===== config.mk =====
export PLATFORM = sky130hd
export DESIGN_NAME = pipeline_ctrl_flat
export DESIGN_NICKNAME = d
export VERILOG_FILES = /design/src/rtl/pipeline_ctrl_pkg.sv /design/src/rtl/pipeline_ctrl_if.sv /design/src/rtl/pipeline_ctrl_hazard_detect.sv /design/src/rtl/pipeline_ctrl.sv /design/src/flat_wrapper.sv
export SDC_FILE = /design/constraint.sdc
export NUM_CORES = 1
export LEC_CHECK = 0
export BUFFER_PORTS_ARGS = -buffer_cell sky130_fd_sc_hd__buf_2
export CAP_MARGIN = 15
export CELL_PAD_IN_SITES_DETAIL_PLACEMENT = 2
export CELL_PAD_IN_SITES_GLOBAL_PLACEMENT = 2
export CORE_MARGIN = 4
export CORE_UTILIZATION = 31
export CTS_CLUSTER_SIZE = 12
export DETAILED_ROUTE_END_ITERATION = 12
export PLACE_DENSITY = 0.86
export SKIP_LAST_GASP = 1
export SLEW_MARGIN = 20
export SYNTH_ARGS = -nofsm -noshare
export SYNTH_HDL_FRONTEND = slang
export SYNTH_HIERARCHICAL = 1
export SYNTH_SLANG_ARGS = --single-unit

===== constraint.sdc =====
create_clock -name clock -period 6.9 [get_ports clock]
set_clock_uncertainty 0.15 [all_clocks]
set_input_delay 1.035 -clock clock [delete_from_list [all_inputs] [get_ports clock]]
set_output_delay 1.035 -clock clock [all_outputs]
set_load 0.01 [all_outputs]

===== src/rtl/pipeline_ctrl_pkg.sv =====
// pipe_ctrl_pkg: shared state encoding, register-zero constant and operand match helper for pipeline_ctrl.
package pipe_ctrl_pkg;

    typedef enum logic [1:0] {
        RUN    = 2'd0,
        DRAIN  = 2'd1,
        HALTED = 2'd2
    } state_t;

    localparam logic [4:0] REG_ZERO = 5'd0;

    // x0 is hardwired to zero, so a write to it never creates a dependency.
    function automatic logic match(
        input logic [4:0] r,
        input logic [4:0] rs1,
        input logic [4:0] rs2,
        input logic       uses_rs2
    );
        return (r != REG_ZERO) && ((r == rs1) || (uses_rs2 && (r == rs2)));
    endfunction

endpackage


===== src/rtl/pipeline_ctrl_if.sv =====
// pipeline_ctrl_if: pipeline-status inputs and stage-register controls between the datapath and pipeline_ctrl.
interface pipeline_ctrl_if #(
    parameter int CNT_W = 32
);
    logic [4:0]       id_rs1;
    logic [4:0]       id_rs2;
    logic             id_uses_rs2;
    logic             id_branch_taken;
    logic             id_ecall;
    logic [4:0]       ex_rd;
    logic             ex_reg_write;
    logic             ex_mem_read;
    logic [4:0]       mem_rd;
    logic             mem_reg_write;
    logic             dmem_req;
    logic             dmem_ready;
    logic             pc_enable;
    logic             if_id_enable;
    logic             if_id_flush;
    logic             id_ex_bubble;
    logic             ex_mem_enable;
    logic             mem_wb_enable;
    logic             halted;
    logic             mem_error;
    logic [CNT_W-1:0] stall_cycles;

    // Datapath side: reports stage status, consumes register controls.
    modport master (
        output id_rs1, id_rs2, id_uses_rs2, id_branch_taken, id_ecall,
        output ex_rd, ex_reg_write, ex_mem_read, mem_rd, mem_reg_write,
        output dmem_req, dmem_ready,
        input  pc_enable, if_id_enable, if_id_flush, id_ex_bubble,
        input  ex_mem_enable, mem_wb_enable, halted, mem_error, stall_cycles
    );

    // Controller side.
    modport slave (
        input  id_rs1, id_rs2, id_uses_rs2, id_branch_taken, id_ecall,
        input  ex_rd, ex_reg_write, ex_mem_read, mem_rd, mem_reg_write,
        input  dmem_req, dmem_ready,
        output pc_enable, if_id_enable, if_id_flush, id_ex_bubble,
        output ex_mem_enable, mem_wb_enable, halted, mem_error, stall_cycles
    );

endinterface


===== src/rtl/pipeline_ctrl_hazard_detect.sv =====
// hazard_detect: RAW hazard on ID operands; PIPE_CTRL_FORWARD_EN reduces it to load-use only.
module hazard_detect
    import pipe_ctrl_pkg::*;
(
    input  logic [4:0] id_rs1,
    input  logic [4:0] id_rs2,
    input  logic       id_uses_rs2,
    input  logic [4:0] ex_rd,
    input  logic       ex_reg_write,
    input  logic       ex_mem_read,
    input  logic [4:0] mem_rd,
    input  logic       mem_reg_write,
    output logic       hazard
);

`ifdef PIPE_CTRL_FORWARD_EN
    // EX/MEM results are forwarded, so only a load in EX cannot be bypassed in time.
    logic unused_ports;
    assign unused_ports = ex_reg_write ^ mem_reg_write ^ (^mem_rd);
    assign hazard = ex_mem_read && match(ex_rd, id_rs1, id_rs2, id_uses_rs2);
`else
    // No forwarding: wait for EX and MEM writers; WB is covered by the write-through register file.
    logic unused_ports;
    assign unused_ports = ex_mem_read;
    assign hazard = (ex_reg_write && match(ex_rd, id_rs1, id_rs2, id_uses_rs2)) ||
                    (mem_reg_write && match(mem_rd, id_rs1, id_rs2, id_uses_rs2));
`endif

endmodule


===== src/rtl/pipeline_ctrl.sv =====
// pipeline_ctrl: stall/flush/halt sequencer for the 5-stage pipeline; optional forwarding via PIPE_CTRL_FORWARD_EN.
module pipeline_ctrl
    import pipe_ctrl_pkg::*;
#(
    parameter int CNT_W        = 32,
    parameter int DRAIN_CYCLES = 3,
    parameter int MEM_TIMEOUT  = 64
) (
    input logic           clock,
    input logic           reset,
    pipeline_ctrl_if.slave bus
);

    localparam int DW = $clog2(DRAIN_CYCLES + 1);
    localparam int WW = $clog2(MEM_TIMEOUT + 1);

    state_t           state;
    state_t           state_nx;
    logic [DW-1:0]    drain_cnt;
    logic [DW-1:0]    drain_nx;
    logic [WW-1:0]    wait_cnt;
    logic [WW-1:0]    wait_nx;
    logic             mem_error;
    logic             error_nx;
    logic [CNT_W-1:0] stall_cycles;
    logic             hazard;
    logic             freeze;
    logic             pc_en;
    logic             if_id_en;
    logic             flush;
    logic             bubble;
    logic             ex_mem_en;
    logic             mem_wb_en;
    logic             halt;

    hazard_detect u_hazard (
        .id_rs1        (bus.id_rs1),
        .id_rs2        (bus.id_rs2),
        .id_uses_rs2   (bus.id_uses_rs2),
        .ex_rd         (bus.ex_rd),
        .ex_reg_write  (bus.ex_reg_write),
        .ex_mem_read   (bus.ex_mem_read),
        .mem_rd        (bus.mem_rd),
        .mem_reg_write (bus.mem_reg_write),
        .hazard        (hazard)
    );

    // Next-state, watchdog and stage controls; freeze beats hazard beats ecall beats branch.
    always_comb begin
        pc_en     = 1'b0;
        if_id_en  = 1'b0;
        flush     = 1'b0;
        bubble    = 1'b0;
        ex_mem_en = 1'b0;
        mem_wb_en = 1'b0;
        halt      = 1'b0;
        state_nx  = state;
        drain_nx  = drain_cnt;
        wait_nx   = '0;
        error_nx  = mem_error;
        freeze    = (state != HALTED) && bus.dmem_req && !bus.dmem_ready;
        if (freeze) begin
            wait_nx = wait_cnt + WW'(1);
            if (wait_cnt == WW'(MEM_TIMEOUT - 1)) begin
                state_nx = HALTED;
                error_nx = 1'b1;
            end
        end
        case (state)
            RUN: begin
                if (!freeze) begin
                    ex_mem_en = 1'b1;
                    mem_wb_en = 1'b1;
                    if (hazard || bus.id_ecall) begin
                        bubble = 1'b1;
                        if (!hazard) begin
                            state_nx = DRAIN;
                            drain_nx = '0;
                        end
                    end else begin
                        pc_en    = 1'b1;
                        if_id_en = 1'b1;
                        flush    = bus.id_branch_taken;
                    end
                end
            end
            DRAIN: begin
                if (!freeze) begin
                    bubble    = 1'b1;
                    ex_mem_en = 1'b1;
                    mem_wb_en = 1'b1;
                    drain_nx  = drain_cnt + DW'(1);
                    if (drain_cnt == DW'(DRAIN_CYCLES - 1)) state_nx = HALTED;
                end
            end
            default: halt = 1'b1;
        endcase
        if (reset) begin
            pc_en     = 1'b0;
            if_id_en  = 1'b0;
            flush     = 1'b0;
            bubble    = 1'b0;
            ex_mem_en = 1'b0;
            mem_wb_en = 1'b0;
            halt      = 1'b0;
        end
    end

    // State, counters and sticky error; stall count only advances in RUN and saturates.
    always_ff @(posedge clock) begin
        if (reset) begin
            state        <= RUN;
            drain_cnt    <= '0;
            wait_cnt     <= '0;
            mem_error    <= 1'b0;
            stall_cycles <= '0;
        end else begin
            state     <= state_nx;
            drain_cnt <= drain_nx;
            wait_cnt  <= wait_nx;
            mem_error <= error_nx;
            if (state == RUN && !pc_en && !(&stall_cycles)) stall_cycles <= stall_cycles + CNT_W'(1);
        end
    end

    assign bus.pc_enable     = pc_en;
    assign bus.if_id_enable  = if_id_en;
    assign bus.if_id_flush   = flush;
    assign bus.id_ex_bubble  = bubble;
    assign bus.ex_mem_enable = ex_mem_en;
    assign bus.mem_wb_enable = mem_wb_en;
    assign bus.halted        = halt;
    assign bus.mem_error     = mem_error;
    assign bus.stall_cycles  = stall_cycles;

endmodule


===== src/flat_wrapper.sv =====
// flat-port wrapper written by rule: the top's interface ports become plain ports
module pipeline_ctrl_flat import pipe_ctrl_pkg::*;
#(
    parameter int CNT_W        = 32,
    parameter int DRAIN_CYCLES = 3,
    parameter int MEM_TIMEOUT  = 64
)
  (clock, reset, bus_id_rs1, bus_id_rs2, bus_id_uses_rs2, bus_id_branch_taken, bus_id_ecall, bus_ex_rd, bus_ex_reg_write, bus_ex_mem_read, bus_mem_rd, bus_mem_reg_write, bus_dmem_req, bus_dmem_ready, bus_pc_enable, bus_if_id_enable, bus_if_id_flush, bus_id_ex_bubble, bus_ex_mem_enable, bus_mem_wb_enable, bus_halted, bus_mem_error, bus_stall_cycles);
  pipeline_ctrl_if #(.CNT_W(CNT_W)) bus_i ();
  input logic clock;
  input logic reset;
  input wire logic [$bits(bus_i.id_rs1)-1:0] bus_id_rs1;
  input wire logic [$bits(bus_i.id_rs2)-1:0] bus_id_rs2;
  input wire logic [$bits(bus_i.id_uses_rs2)-1:0] bus_id_uses_rs2;
  input wire logic [$bits(bus_i.id_branch_taken)-1:0] bus_id_branch_taken;
  input wire logic [$bits(bus_i.id_ecall)-1:0] bus_id_ecall;
  input wire logic [$bits(bus_i.ex_rd)-1:0] bus_ex_rd;
  input wire logic [$bits(bus_i.ex_reg_write)-1:0] bus_ex_reg_write;
  input wire logic [$bits(bus_i.ex_mem_read)-1:0] bus_ex_mem_read;
  input wire logic [$bits(bus_i.mem_rd)-1:0] bus_mem_rd;
  input wire logic [$bits(bus_i.mem_reg_write)-1:0] bus_mem_reg_write;
  input wire logic [$bits(bus_i.dmem_req)-1:0] bus_dmem_req;
  input wire logic [$bits(bus_i.dmem_ready)-1:0] bus_dmem_ready;
  output wire logic [$bits(bus_i.pc_enable)-1:0] bus_pc_enable;
  output wire logic [$bits(bus_i.if_id_enable)-1:0] bus_if_id_enable;
  output wire logic [$bits(bus_i.if_id_flush)-1:0] bus_if_id_flush;
  output wire logic [$bits(bus_i.id_ex_bubble)-1:0] bus_id_ex_bubble;
  output wire logic [$bits(bus_i.ex_mem_enable)-1:0] bus_ex_mem_enable;
  output wire logic [$bits(bus_i.mem_wb_enable)-1:0] bus_mem_wb_enable;
  output wire logic [$bits(bus_i.halted)-1:0] bus_halted;
  output wire logic [$bits(bus_i.mem_error)-1:0] bus_mem_error;
  output wire logic [$bits(bus_i.stall_cycles)-1:0] bus_stall_cycles;
  assign bus_i.id_rs1 = bus_id_rs1;
  assign bus_i.id_rs2 = bus_id_rs2;
  assign bus_i.id_uses_rs2 = bus_id_uses_rs2;
  assign bus_i.id_branch_taken = bus_id_branch_taken;
  assign bus_i.id_ecall = bus_id_ecall;
  assign bus_i.ex_rd = bus_ex_rd;
  assign bus_i.ex_reg_write = bus_ex_reg_write;
  assign bus_i.ex_mem_read = bus_ex_mem_read;
  assign bus_i.mem_rd = bus_mem_rd;
  assign bus_i.mem_reg_write = bus_mem_reg_write;
  assign bus_i.dmem_req = bus_dmem_req;
  assign bus_i.dmem_ready = bus_dmem_ready;
  assign bus_pc_enable = bus_i.pc_enable;
  assign bus_if_id_enable = bus_i.if_id_enable;
  assign bus_if_id_flush = bus_i.if_id_flush;
  assign bus_id_ex_bubble = bus_i.id_ex_bubble;
  assign bus_ex_mem_enable = bus_i.ex_mem_enable;
  assign bus_mem_wb_enable = bus_i.mem_wb_enable;
  assign bus_halted = bus_i.halted;
  assign bus_mem_error = bus_i.mem_error;
  assign bus_stall_cycles = bus_i.stall_cycles;
  pipeline_ctrl #(.CNT_W(CNT_W), .DRAIN_CYCLES(DRAIN_CYCLES), .MEM_TIMEOUT(MEM_TIMEOUT)) u_core (.clock(clock), .reset(reset), .bus(bus_i));
endmodule

==> results.json <==
{
  "post-route-util_pct": 38.7,
  "met2_usage_pct": 30.2,
  "worstPathCellList": "buf_2 -> xor2_1 -> nor4_1 -> a32oi_1 -> o22ai_1 -> nor2_1 -> a311oi_4 -> o31ai_4 -> or4_1 -> a21oi_1",
  "coreArea_um2": 7810,
  "port_buffers": 68,
  "cts.repair.resized": 0,
  "r2r-start": "u_core/bus.stall_cycles[0]",
  "vias_per_cell": 5.57,
  "dp_hpwl_mm": 6.07,
  "firstDrtPassIters": 4,
  "netlist_area_um2": 2530,
  "grt_use_total_pct": 16.3,
  "syn_nets": 338,
  "hold_path_depth": 1,
  "cts_num_sinks": 44,
  "min_to": "u_core/wait_cnt[0]",
  "nFillCells": 915,
  "rrSetupSlack_ns": 3.99,
  "cts_tree": "done",
  "overflow": 0,
  "drive_above_1_share_pct": 23.4,
  "cts_hold_buf": 0,
  "r2r_end": "u_core/bus.stall_cycles[12]",
  "worstRegToRegCells": 6,
  "crit_type": "in -> reg",
  "setup_viol": 0,
  "use_met3_pct": 3.14,
  "drt-total-wl_mm": 7.99,
  "vias": 2618,
  "grt_pass1_wl_mm": 13.4,
  "powerDensity_nw_per_um2": 179,
  "insertion_delay_ns": 0.31,
  "gp_congestion": 0.801,
  "start_util_pct": 32.4,
  "crit_buf_inv": 1,
  "total_power_w": 0.000541,
  "p_leak_nw": 1.12,
  "cts-root-buf": "clkbuf_8",
  "syn_avg_cell_area_um2": 8.28,
  "hold_start": "u_core/wait_cnt[0]",
  "wl_per_cell_um": 17.0,
  "worst_pin_slew_ns": 0.964,
  "tns_ns": 0,
  "num_antenna_cells": 0,
  "crit_fanout": 26,
  "drtAntennaViolNets": 0,
  "ys_warn_count": 6,
  "ys_async_sr_fraction_pct": 0,
  "grt_max_degree": 47,
  "cts.clk_slew.worst_paths_ns": 0.09,
  "dieArea_um2": 9660,
  "drt_iter0_markers": 59,
  "postCtsSetupBuffers": 0,
  "first_global_vias": 2792,
  "start_kind": "primary input",
  "run_status": "finished, final reports clean",
  "ys_ff_latch": 44,
  "antenna_found_initial": 0,
  "period_needed_ns": 3.89,
  "rsz0062_at_grt": "false",
  "place_ws_ns": 2.71,
  "cts_inserted_buffers": 5,
  "finalHoldViolations": 0,
  "pin_count": 70,
  "hold_slack_ns": 0.299,
  "arrival_ns": 3.97,
  "cp_slowest_stage_delay_ns": 0.69,
  "fin_crit_sh_pct": 56.4,
  "drc": 0,
  "syn2layout_area_growth_pct": 19.7,
  "synth_edf_count": 0,
  "maxCapViolCount": 0,
  "ys.flop_type": "dfxtp_1",
  "crit_family": "compound AO/OA/AOI/OAI gates",
  "slew_headroom_pct": 35.8,
  "fmax_ghz": 0.257,
  "multiInputGateArea_um2": 1530,
  "cp-end-kind": "flop",
  "rows": 32,
  "final-seq-area_um2": 881,
  "final_nets": 400,
  "setup_slack_ns": 3.01,
  "ir_drop_mv": 0.0845,
  "ys_types": 44,
  "die_h_um": 98.3,
  "ys_seq_area_share_pct": 34.9,
  "h-tree-depth": 2,
  "final_max_slew_viol_count": 0,
  "busiest_layer": "met2",
  "slowest_stage": "a311oi_4",
  "clk_path_buf_depth": 2,
  "synthCells": 305,
  "crit_required_ns": 6.98,
  "use_met1_pct": 19.5,
  "die_x_um": 98.3,
  "hold_class": "reg -> reg"
}
[power breakdown]
group	leakage (nW)	internal (W)	total [W]	switching (W)
registers	0.355	0.000258	0.000264	0.00000564
logic	0.712	0.0000269	0.0000684	0.0000415
clock network	0.0548	0.000109	0.000209	0.000100
[how the worst max path moves through the flow]
stage / startpoint / end / slack, ns / cells past startpoint
floorplan: bus_mem_rd[1] / bus_if_id_flush / 3.33 / 6
global placement: bus_id_rs2[3] / u_core/bus.stall_cycles[10] / 2.80 / 10
detailed placement: bus_id_rs2[3] / u_core/bus.stall_cycles[10] / 2.71 / 10
CTS: bus_mem_rd[1] / bus_if_id_flush / 2.99 / 8
global route: bus_id_rs2[3] / u_core/bus.stall_cycles[22] / 2.86 / 10
finish: bus_id_rs2[3] / u_core/bus.stall_cycles[10] / 3.01 / 10
[flip-flops by register name, indices dropped and copies added (netlist names)]
signal                   cells
u_core/wait_cnt              7
u_core/drain_cnt             2
u_core/state                 2
u_core/bus.stall_cycles     32
u_core/bus.mem_error         1
[final cells by class]
cell class	count	area share, %
multi-input cells	240	50.6
flip-flops and latches	44	29.1
repair buffers	68	11.3
well taps	102	4.22
clock buffers	5	2.28
clock inverters	3	1.53
inverters	8	0.993
[per-stage QoR]
step / area (um2) / std cells
finish: 3020 / 470
detailed placement: 2910 / 462
global route: 3020 / 470
global placement: 2910 / 462
CTS: 3020 / 470
floorplan: 2530 / 305
[metal layers]
| metal | part of all wire, % | vias up | wire length [um] |
|---|---|---|---|
| met5 | 0 | - | 0 |
| met4 | 0.79 | 0 | 63 |
| met3 | 5.6 | 7 | 447 |
| met2 | 51 | 74 | 4070 |
| met1 | 43 | 1278 | 3410 |
| li1 | - | 1259 | - |
[cells by family (layout without fill, tap and decap cells)]
| logic type | count (synthesis) | after routing | synth area share (%) |
|---|---|---|---|
| mux | 6 | 6 | 2.58 |
| buf+inv | 21 | 84 | 4.56 |
| fa+ha+maj | 3 | 3 | 1.49 |
| compound gates | 64 | 64 | 16.0 |
| xor+xnor | 27 | 27 | 9.36 |
| flops | 44 | 44 | 34.9 |
| simple gates | 140 | 140 | 31.2 |
[synth_stat cells (2+ instances only)]
master / number / share of area [%]
a21oi_1: 27 / 5.3
nor4_1: 11 / 2.7
nor3_1: 6 / 1.2
o21ai_0: 8 / 1.6
mux2_2: 2 / 0.89
xnor2_1: 14 / 4.9
mux2i_1: 2 / 0.79
and3_1: 5 / 1.2
a31oi_1: 2 / 0.50
nor2_1: 28 / 4.2
xor2_1: 13 / 4.5
o31ai_1: 9 / 2.7
a21oi_2: 2 / 0.69
o21ai_1: 10 / 2.0
nor2b_1: 6 / 1.5
or4_1: 11 / 3.3
nand4_1: 12 / 3.0
dfxtp_1: 44 / 35
or3_1: 14 / 3.5
mux2_1: 2 / 0.89
ha_1: 3 / 1.5
buf_1: 2 / 0.30
and4_1: 4 / 1.4
nand2_1: 15 / 2.2
nand3_1: 19 / 3.8
buf_4: 3 / 0.89
and2_1: 2 / 0.50
clkbuf_1: 5 / 0.74
inv_1: 8 / 1.2
nand2b_1: 2 / 0.50
[placed cells by master, fill, tap and decap left out, drive strengths merged]
| cell type | n |
|---|---|
| buf | 68 |
| dfxtp | 44 |
| a21oi | 29 |
| nor2 | 28 |
| nand3 | 20 |
| o21ai | 18 |
| nand2 | 15 |
| or3 | 14 |
| xnor2 | 14 |
| xor2 | 13 |
| nand4 | 13 |
| or4 | 12 |
| nor4 | 11 |
| o31ai | 10 |
| inv | 9 |
| nor3 | 7 |
| nor2b | 6 |
| clkbuf | 5 |
| and3 | 5 |
| and4 | 4 |
| mux2 | 4 |
| ha | 3 |
| nand2b | 2 |
| and2 | 2 |
| mux2i | 2 |
| a31oi | 2 |
| clkinvlp | 1 |
| bufinv | 1 |
| nand3b | 1 |
| a311oi | 1 |
| a311o | 1 |
| a32oi | 1 |
| o22a | 1 |
| o22ai | 1 |
Note: power is estimated with default switching activity, not from simulation.
